### src/rtl/apb_tx_fifo_slave.sv
// apb_tx_fifo_slave: APB register block for the CAN transmit path.
// Holds the prescale, command, ID and data-field registers, a transmit FIFO
// drained over valid/ready, FIFO level/flags, flush, and a maskable W1C
// interrupt block.
// Optional feature macro: TX_FIFO_WATERMARK_EN adds the WATERMARK register
// at address 9 and the watermark interrupt (IRQ bit3).
module apb_tx_fifo_slave #(
    parameter int unsigned ADDRESSWIDTH = 4,
    parameter int unsigned DATAWIDTH    = 16,
    parameter int unsigned FRAME_WIDTH  = 12,
    parameter int unsigned FIFO_DEPTH   = 8
) (
    input  logic                    PCLK_tx,
    input  logic                    PRESETn_tx,
    input  logic [ADDRESSWIDTH-1:0] PADDR_tx_i,
    input  logic [DATAWIDTH-1:0]    PWDATA_tx_i,
    input  logic                    PWRITE_tx_i,
    input  logic                    PSELx_tx_i,
    input  logic                    PENABLE_tx_i,
    output logic [DATAWIDTH-1:0]    PRDATA_tx_o,
    output logic                    PREADY_tx_o,
    output logic                    PSLVERR_tx_o,
    output logic [7:0]              prescale_tx,
    output logic [7:0]              reg_command_tx,
    output logic [7:0]              reg_id_tx,
    output logic [15:0]             reg_data_field_tx,
    input  logic [7:0]              reg_status_tx,
    input  logic                    tx_done_i,
    output logic [FRAME_WIDTH-1:0]  tx_data_o,
    output logic                    tx_valid_o,
    input  logic                    tx_ready_i,
    output logic                    irq_o
);

    localparam int unsigned PTR_W = $clog2(FIFO_DEPTH);
    localparam int unsigned LVL_W = PTR_W + 1;
    localparam int unsigned IRQ_W = 4;

    localparam logic [ADDRESSWIDTH-1:0] ADDR_PRESCALE = ADDRESSWIDTH'(0);
    localparam logic [ADDRESSWIDTH-1:0] ADDR_COMMAND  = ADDRESSWIDTH'(1);
    localparam logic [ADDRESSWIDTH-1:0] ADDR_TXDATA   = ADDRESSWIDTH'(2);
    localparam logic [ADDRESSWIDTH-1:0] ADDR_ID       = ADDRESSWIDTH'(3);
    localparam logic [ADDRESSWIDTH-1:0] ADDR_DFIELD   = ADDRESSWIDTH'(4);
    localparam logic [ADDRESSWIDTH-1:0] ADDR_STATUS   = ADDRESSWIDTH'(5);
    localparam logic [ADDRESSWIDTH-1:0] ADDR_LEVEL    = ADDRESSWIDTH'(6);
    localparam logic [ADDRESSWIDTH-1:0] ADDR_IRQST    = ADDRESSWIDTH'(7);
    localparam logic [ADDRESSWIDTH-1:0] ADDR_IRQEN    = ADDRESSWIDTH'(8);
`ifdef TX_FIFO_WATERMARK_EN
    localparam logic [ADDRESSWIDTH-1:0] ADDR_WMARK    = ADDRESSWIDTH'(9);
    localparam logic [IRQ_W-1:0]        IRQ_MASK      = 4'hF;
`else
    localparam logic [IRQ_W-1:0]        IRQ_MASK      = 4'h7;
`endif

    logic [7:0]             prescale_q, prescale_d;
    logic [6:0]             cmd_q, cmd_d;
    logic [7:0]             id_q, id_d;
    logic [15:0]            df_q, df_d;
    logic [IRQ_W-1:0]       irq_st_q, irq_st_d;
    logic [IRQ_W-1:0]       irq_en_q, irq_en_d;
    logic                   done_q;
    logic [PTR_W-1:0]       wr_ptr_q, wr_ptr_d;
    logic [PTR_W-1:0]       rd_ptr_q, rd_ptr_d;
    logic [LVL_W-1:0]       level_q, level_d;
    logic [FRAME_WIDTH-1:0] mem_q [FIFO_DEPTH];
`ifdef TX_FIFO_WATERMARK_EN
    logic [LVL_W-1:0]       wm_q, wm_d;
`endif

    logic                   xfer, wr_xfer, rd_xfer, mapped, err;
    logic                   full, empty, wr_ok, flush, push, pop;
    logic [IRQ_W-1:0]       irq_set, irq_clr;
    logic [DATAWIDTH-1:0]   rdata;

    // Transfer qualification, FIFO flags and error decode
    always_comb begin
        xfer    = PSELx_tx_i & PENABLE_tx_i;
        wr_xfer = xfer & PWRITE_tx_i;
        rd_xfer = xfer & ~PWRITE_tx_i;
        full    = (level_q == LVL_W'(FIFO_DEPTH));
        empty   = (level_q == '0);
`ifdef TX_FIFO_WATERMARK_EN
        mapped  = (PADDR_tx_i <= ADDR_WMARK);
`else
        mapped  = (PADDR_tx_i <= ADDR_IRQEN);
`endif
        err     = xfer & (~mapped
                  | (PWRITE_tx_i & ((PADDR_tx_i == ADDR_STATUS) | (PADDR_tx_i == ADDR_LEVEL)))
                  | (PWRITE_tx_i & (PADDR_tx_i == ADDR_TXDATA) & full));
        wr_ok   = wr_xfer & ~err;
        flush   = wr_ok & (PADDR_tx_i == ADDR_COMMAND) & PWDATA_tx_i[7];
        push    = wr_ok & (PADDR_tx_i == ADDR_TXDATA);
        // Flush overrides a concurrent pop
        pop     = ~empty & tx_ready_i & ~flush;
    end

    // Next-state for registers, FIFO pointers/level and interrupt status
    always_comb begin
        prescale_d = prescale_q;
        cmd_d      = cmd_q;
        id_d       = id_q;
        df_d       = df_q;
        irq_en_d   = irq_en_q;
        wr_ptr_d   = wr_ptr_q;
        rd_ptr_d   = rd_ptr_q;
        level_d    = level_q;
        irq_set    = '0;
        irq_clr    = '0;
`ifdef TX_FIFO_WATERMARK_EN
        wm_d       = wm_q;
`endif
        if (wr_ok) begin
            case (PADDR_tx_i)
                ADDR_PRESCALE: prescale_d = PWDATA_tx_i[7:0];
                ADDR_COMMAND:  cmd_d      = PWDATA_tx_i[6:0];
                ADDR_ID:       id_d       = PWDATA_tx_i[7:0];
                ADDR_DFIELD:   df_d       = PWDATA_tx_i[15:0];
                ADDR_IRQST:    irq_clr    = PWDATA_tx_i[IRQ_W-1:0];
                ADDR_IRQEN:    irq_en_d   = PWDATA_tx_i[IRQ_W-1:0] & IRQ_MASK;
`ifdef TX_FIFO_WATERMARK_EN
                ADDR_WMARK:    wm_d       = PWDATA_tx_i[LVL_W-1:0];
`endif
                default: ;
            endcase
        end

        if (flush) begin
            wr_ptr_d = '0;
            rd_ptr_d = '0;
            level_d  = '0;
        end else begin
            if (push) wr_ptr_d = wr_ptr_q + PTR_W'(1);
            if (pop)  rd_ptr_d = rd_ptr_q + PTR_W'(1);
            if (push && !pop)      level_d = level_q + LVL_W'(1);
            else if (pop && !push) level_d = level_q - LVL_W'(1);
        end

        irq_set[0] = wr_xfer & (PADDR_tx_i == ADDR_TXDATA) & full;
        irq_set[1] = pop & ~push & (level_q == LVL_W'(1));
        irq_set[2] = tx_done_i & ~done_q;
`ifdef TX_FIFO_WATERMARK_EN
        irq_set[3] = pop & ~push & (level_q > wm_q) & ((level_q - LVL_W'(1)) <= wm_q);
`endif
        // Set events win over a same-cycle clear
        irq_st_d = ((irq_st_q & ~irq_clr) | irq_set) & IRQ_MASK;
    end

    // State registers
    always_ff @(posedge PCLK_tx or negedge PRESETn_tx) begin
        if (!PRESETn_tx) begin
            prescale_q <= '0;
            cmd_q      <= '0;
            id_q       <= '0;
            df_q       <= '0;
            irq_st_q   <= '0;
            irq_en_q   <= '0;
            done_q     <= 1'b0;
            wr_ptr_q   <= '0;
            rd_ptr_q   <= '0;
            level_q    <= '0;
`ifdef TX_FIFO_WATERMARK_EN
            wm_q       <= '0;
`endif
        end else begin
            prescale_q <= prescale_d;
            cmd_q      <= cmd_d;
            id_q       <= id_d;
            df_q       <= df_d;
            irq_st_q   <= irq_st_d;
            irq_en_q   <= irq_en_d;
            done_q     <= tx_done_i;
            wr_ptr_q   <= wr_ptr_d;
            rd_ptr_q   <= rd_ptr_d;
            level_q    <= level_d;
`ifdef TX_FIFO_WATERMARK_EN
            wm_q       <= wm_d;
`endif
        end
    end

    // FIFO storage
    always_ff @(posedge PCLK_tx or negedge PRESETn_tx) begin
        if (!PRESETn_tx) begin
            for (int unsigned i = 0; i < FIFO_DEPTH; i++) mem_q[i] <= '0;
        end else if (push && !flush) begin
            mem_q[wr_ptr_q] <= PWDATA_tx_i[FRAME_WIDTH-1:0];
        end
    end

    // Read mux; TXDATA and unmapped addresses read 0
    always_comb begin
        rdata = '0;
        case (PADDR_tx_i)
            ADDR_PRESCALE: rdata = DATAWIDTH'(prescale_q);
            ADDR_COMMAND:  rdata = DATAWIDTH'(cmd_q);
            ADDR_ID:       rdata = DATAWIDTH'(id_q);
            ADDR_DFIELD:   rdata = DATAWIDTH'(df_q);
            ADDR_STATUS:   rdata = DATAWIDTH'({full, empty, reg_status_tx});
            ADDR_LEVEL:    rdata = DATAWIDTH'(level_q);
            ADDR_IRQST:    rdata = DATAWIDTH'(irq_st_q);
            ADDR_IRQEN:    rdata = DATAWIDTH'(irq_en_q);
`ifdef TX_FIFO_WATERMARK_EN
            ADDR_WMARK:    rdata = DATAWIDTH'(wm_q);
`endif
            default:       rdata = '0;
        endcase
    end

    assign PRDATA_tx_o       = (rd_xfer & PRESETn_tx) ? rdata : '0;
    assign PSLVERR_tx_o      = err & PRESETn_tx;
    assign PREADY_tx_o       = 1'b1;
    assign prescale_tx       = prescale_q;
    assign reg_command_tx    = {1'b0, cmd_q};
    assign reg_id_tx         = id_q;
    assign reg_data_field_tx = df_q;
    assign tx_valid_o        = ~empty;
    assign tx_data_o         = empty ? '0 : mem_q[rd_ptr_q];
    assign irq_o             = |(irq_st_q & irq_en_q);

endmodule

### config.mk
export PLATFORM = sky130hd
export DESIGN_NAME = apb_tx_fifo_slave
export DESIGN_NICKNAME = d
export VERILOG_FILES = /design/src/rtl/apb_tx_fifo_slave.sv
export SDC_FILE = /design/constraint.sdc
export NUM_CORES = 1
export LEC_CHECK = 0
export ABC_AREA = 0
export BUFFER_PORTS_ARGS = -buffer_cell sky130_fd_sc_hd__clkbuf_2
export CAP_MARGIN = 10
export CORE_ASPECT_RATIO = 1.4
export CORE_UTILIZATION = 62
export DETAILED_ROUTE_END_ITERATION = 16
export PLACE_DENSITY_LB_ADDON = 0.3
export SLEW_MARGIN = 0
export SYNTH_ARGS = -nofsm -noshare
export SYNTH_HDL_FRONTEND = slang
export SYNTH_SLANG_ARGS = --single-unit
### constraint.sdc
create_clock -name PCLK_tx -period 4 [get_ports PCLK_tx]
set_clock_uncertainty 0.1 [all_clocks]
set_input_delay 0.4 -clock PCLK_tx [delete_from_list [all_inputs] [get_ports PCLK_tx]]
set_output_delay 0.4 -clock PCLK_tx [all_outputs]
set_load 0.01 [all_outputs]
==> summary.txt <==
GRT
  • Initial antenna violation count: 0
  • Grt ovf: 0
  • Vias in the first global route: 5,315
  • Gr usage total: 31.95%
  • First-pass GRT wire length: about 29 mm
  • Largest net degree at the start of global routing: 80

Synthesis
  • Syn_nets: 583
  • Syn Inst Count: 543
  • Yosys reg bits: ~150
  • Post-synth EDFFs: 0
  • Top cells by area, synth: dfrtp_1 51%, mux2_2 19%, mux4_2 7.3%, mux2_4 2.0%, mux2i_1 2.0%
  • Post-synth top area cell: dfrtp_1
  • Top-area cell type share of the netlist area: 51.12%
  • Post-Syn Area: 0.007441 mm^2
  • Syn Area/Cell: 13.70 um^2
  • Seq/Total Area, Yosys: between 50% and 60%
  • Top_reg_cell synth: dfrtp_1
  • Ys Warns: 0
  • Async set-reset flop share out of synthesis: 100.0%
  • Yosys cell types: 56

Worst setup path
  • Slowest stage delay, CP: 1040 ps
  • R2r setup slk: 1160 ps
  • Worst reg2reg endpoint: mem_q[45]$_DFFE_PN0P_
  • Worst EP required: 3500 ps
  • Crit-path max FO: 17
  • Crit start category: input pin
  • Crit path cell chain: clkbuf_2 -> nor4b_2 -> a22oi_1 -> a31oi_1 -> clkbuf_2
  • Worst setup endpoint: PRDATA_tx_o[6]
  • CP Capture Type: output pin
  • Critical path class: input pin to output pin
  • Arr. time, crit path: 2380 ps
  • Critical path launch point: PADDR_tx_i[1]
  • R2r startpoint: level_q[1]$_DFFE_PN0P_
  • Reg2reg path depth: 6
  • Critical path's slowest cell: nor4b_2
  • Cell mode on critical path: clkbuf_2

Job
  • Max-cap violations: 0

Detailed routing
  • Detailed router's first-iteration violation count: 293
  • DRC viols: 0
  • Via density: 6.353
  • Drt first pass iters: 4
  • Vias: between 5,000 and 6,000
  • Antenna Nets Post-Route: 0
  • Final WL: 18.37 mm
  • Drt wl/cell: approximately 23 um

Final layout
  • Final nets: roughly 680
  • Antenna Cells: 0
  • Commonest cells after routing, fill and taps aside: 152 x dfrtp_1, 128 x mux2_2, 103 x clkbuf_2
  • Fill count: 781
  • Commonest non-fill, non-tap cell in the layout: dfrtp_1
  • Layout cells sized above 1: between 40% and 50%
  • Area Growth Syn to Fin: 16.02%

Floorplanning
  • Die H: 131.6 um
  • Initial Utilization: 63.27%
  • Die width: 94.59 um
  • Die ar.: approximately 0.012 mm^2
  • Site Rows: 47
  • I/O pins: 107
  • Core ar.: 0.01176 mm^2

STA
  • RSZ-0062 raised after global routing: no
  • Max_slew headroom: 24.67%
  • Final Max Slew Viols: 0
  • Setup TNS: 0 ps
  • Final hold violations: 0
  • Final Cycle Share: 71.88%
  • Final Critical Period: 2875 ps
  • Final setup vio count: 0
  • Final setup margin: 1125 ps
  • Fmax achieved: approximately 350 MHz
  • Worst-margin pin slew: ~1100 ps

Pwr
  • P_leak: 4.325 nW
  • Cell Pwr Density: around 500 mW/mm^2
  • VDD IR-drop max: 0.0004146 V

Clock tree
  • CTS tree: yes
  • H-Tree Depth: 4
  • Post-cts sizing count: 0
  • Clk buf depth: 2
  • Clock transition at path regs: about 70 ps
  • Setup Fix Bufs, Post-CTS: 0
  • Clk_lat worst skew: about 420 ps
  • CTS buffer count: 17
  • Num Clock Sinks: approximately 150
  • Root Driver: clkbuf_16

Place
  • Port Buf Inserts: 104
  • Final Wtd Congestion: 0.9149
  • Detailed Place HPWL: 12.46 mm
  • Setup Slack @ Placement: ~1100 ps

Outcome
  • Status: completed

Hold path
  • Worst hold start: PWDATA_tx_i[15]
  • HP Class: input pin to flop
## synthesized netlist by cell type, types with 3 or more instances
master	count
and2_1	3
buf_4	3
nand3_1	6
and3_1	11
clkbuf_1	22
nand2b_1	4
nand2_1	18
buf_1	3
a22oi_1	14
a222oi_1	3
o21ai_0	3
a22o_1	4
buf_6	6
nor2_1	29
buf_2	8
mux2_2	128
mux2i_1	15
or3_4	3
o211ai_1	3
a31oi_1	9
a221oi_1	3
inv_1	7
a21oi_1	4
mux2_4	10
nor3_1	3
nand4b_1	3
mux4_2	24
dfrtp_1	152
nor4_1	3
ha_1	5
## cell type report
| type | instances | area (um^2) | share of cell area (%) |
|---|---|---|---|
| Clock buffer | 19 | 442.9 | 5.130 |
| Multi-Input combinational cell | 342 | 3397 | 39.35 |
| Tap cell | 147 | 183.9 | 2.130 |
| Sequential cell | 152 | 3804 | 44.06 |
| Clock inverter | 13 | 167.7 | 1.942 |
| Timing Repair Buffer | 115 | 611.8 | 7.087 |
| Inverter | 7 | 26.28 | 0.3043 |
## cell families (layout without fill, tap and decap cells)
kind of cell / Yosys count / count (layout) / share of synthesized area (%)
and+or+nand+nor: 102 / 102 / 8.004
muxes: 177 / 177 / 30.67
xor gates and xnor gates: 4 / 4 / 0.6558
DFF: 152 / 152 / 51.12
AOI/OAI and AO/OA: 51 / 51 / 5.112
other: 2 / 2 / 0.1009
buffers and inverters: 49 / 154 / 3.363
adders and majority gates: 6 / 6 / 0.9753
## layer usage
metal,GRT usage (%),vias up,wire [um]
met3,5.729,36,769
li1,-,2202,-
met4,10.86,0,483
met5,0,-,0
met2,57.09,163,10060
met1,38.12,2650,7057
## critical path: cells and delay by family
family	cells	cell delay, ps
compound gates	2	490
buf+inv	2	440
simple gates	1	1040
## registers in the layout, indices dropped and copies added (netlist names)
name	cells
rd_ptr_q	3
reg_data_field_tx	16
wr_ptr_q	3
irq_st_q	3
done_q	1
prescale_tx	8
reg_id_tx	8
cmd_q	7
level_q	4
irq_en_q	3
mem_q	96
## how the worst min path moves through the flow
stage / end / slack, ps / cells after the start
final: reg_data_field_tx[15]$_DFFE_PN0P_ / 100 / 2
after global routing: reg_data_field_tx[12]$_DFFE_PN0P_ / 110 / 2
after CTS: reg_data_field_tx[15]$_DFFE_PN0P_ / 100 / 2
after detailed placement: mem_q[64]$_DFFE_PN0P_ / 390 / 1
after global placement: mem_q[66]$_DFFE_PN0P_ / 380 / 1
after floorplan: cmd_q[0]$_DFFE_PN0N_ / 4 / 0
## power breakdown
group | leakage, nW | internal [mW] | switching (mW)
Sequential | 2.06 | 1.66 | 0.180
Combinational | 1.97 | 0.394 | 0.436
Clock | 0.294 | 1.00 | 0.644
## timing repair
action,CTS,global route
hold endpoints to repair,1,0
hold buffers,1,0
endpoints found under the setup margin,0,0
## through the flow
step           utilization (%)  instances  hold WS [ps]  power [mW]  instance area, um^2
2_1_floorplan                -        543         4.409       2.390                 7441
3_3_place_gp             68.13        762         381.0       2.661                 8013
3_5_place_dp             68.13        762         387.0       2.700                 8013
4_1_cts                  73.40        795         95.02       4.347                 8633
5_1_grt                  73.40        795         106.9       4.485                 8633
6_report                 73.40        795         103.7       4.324                 8633
Power figures use the tool's default switching activity.
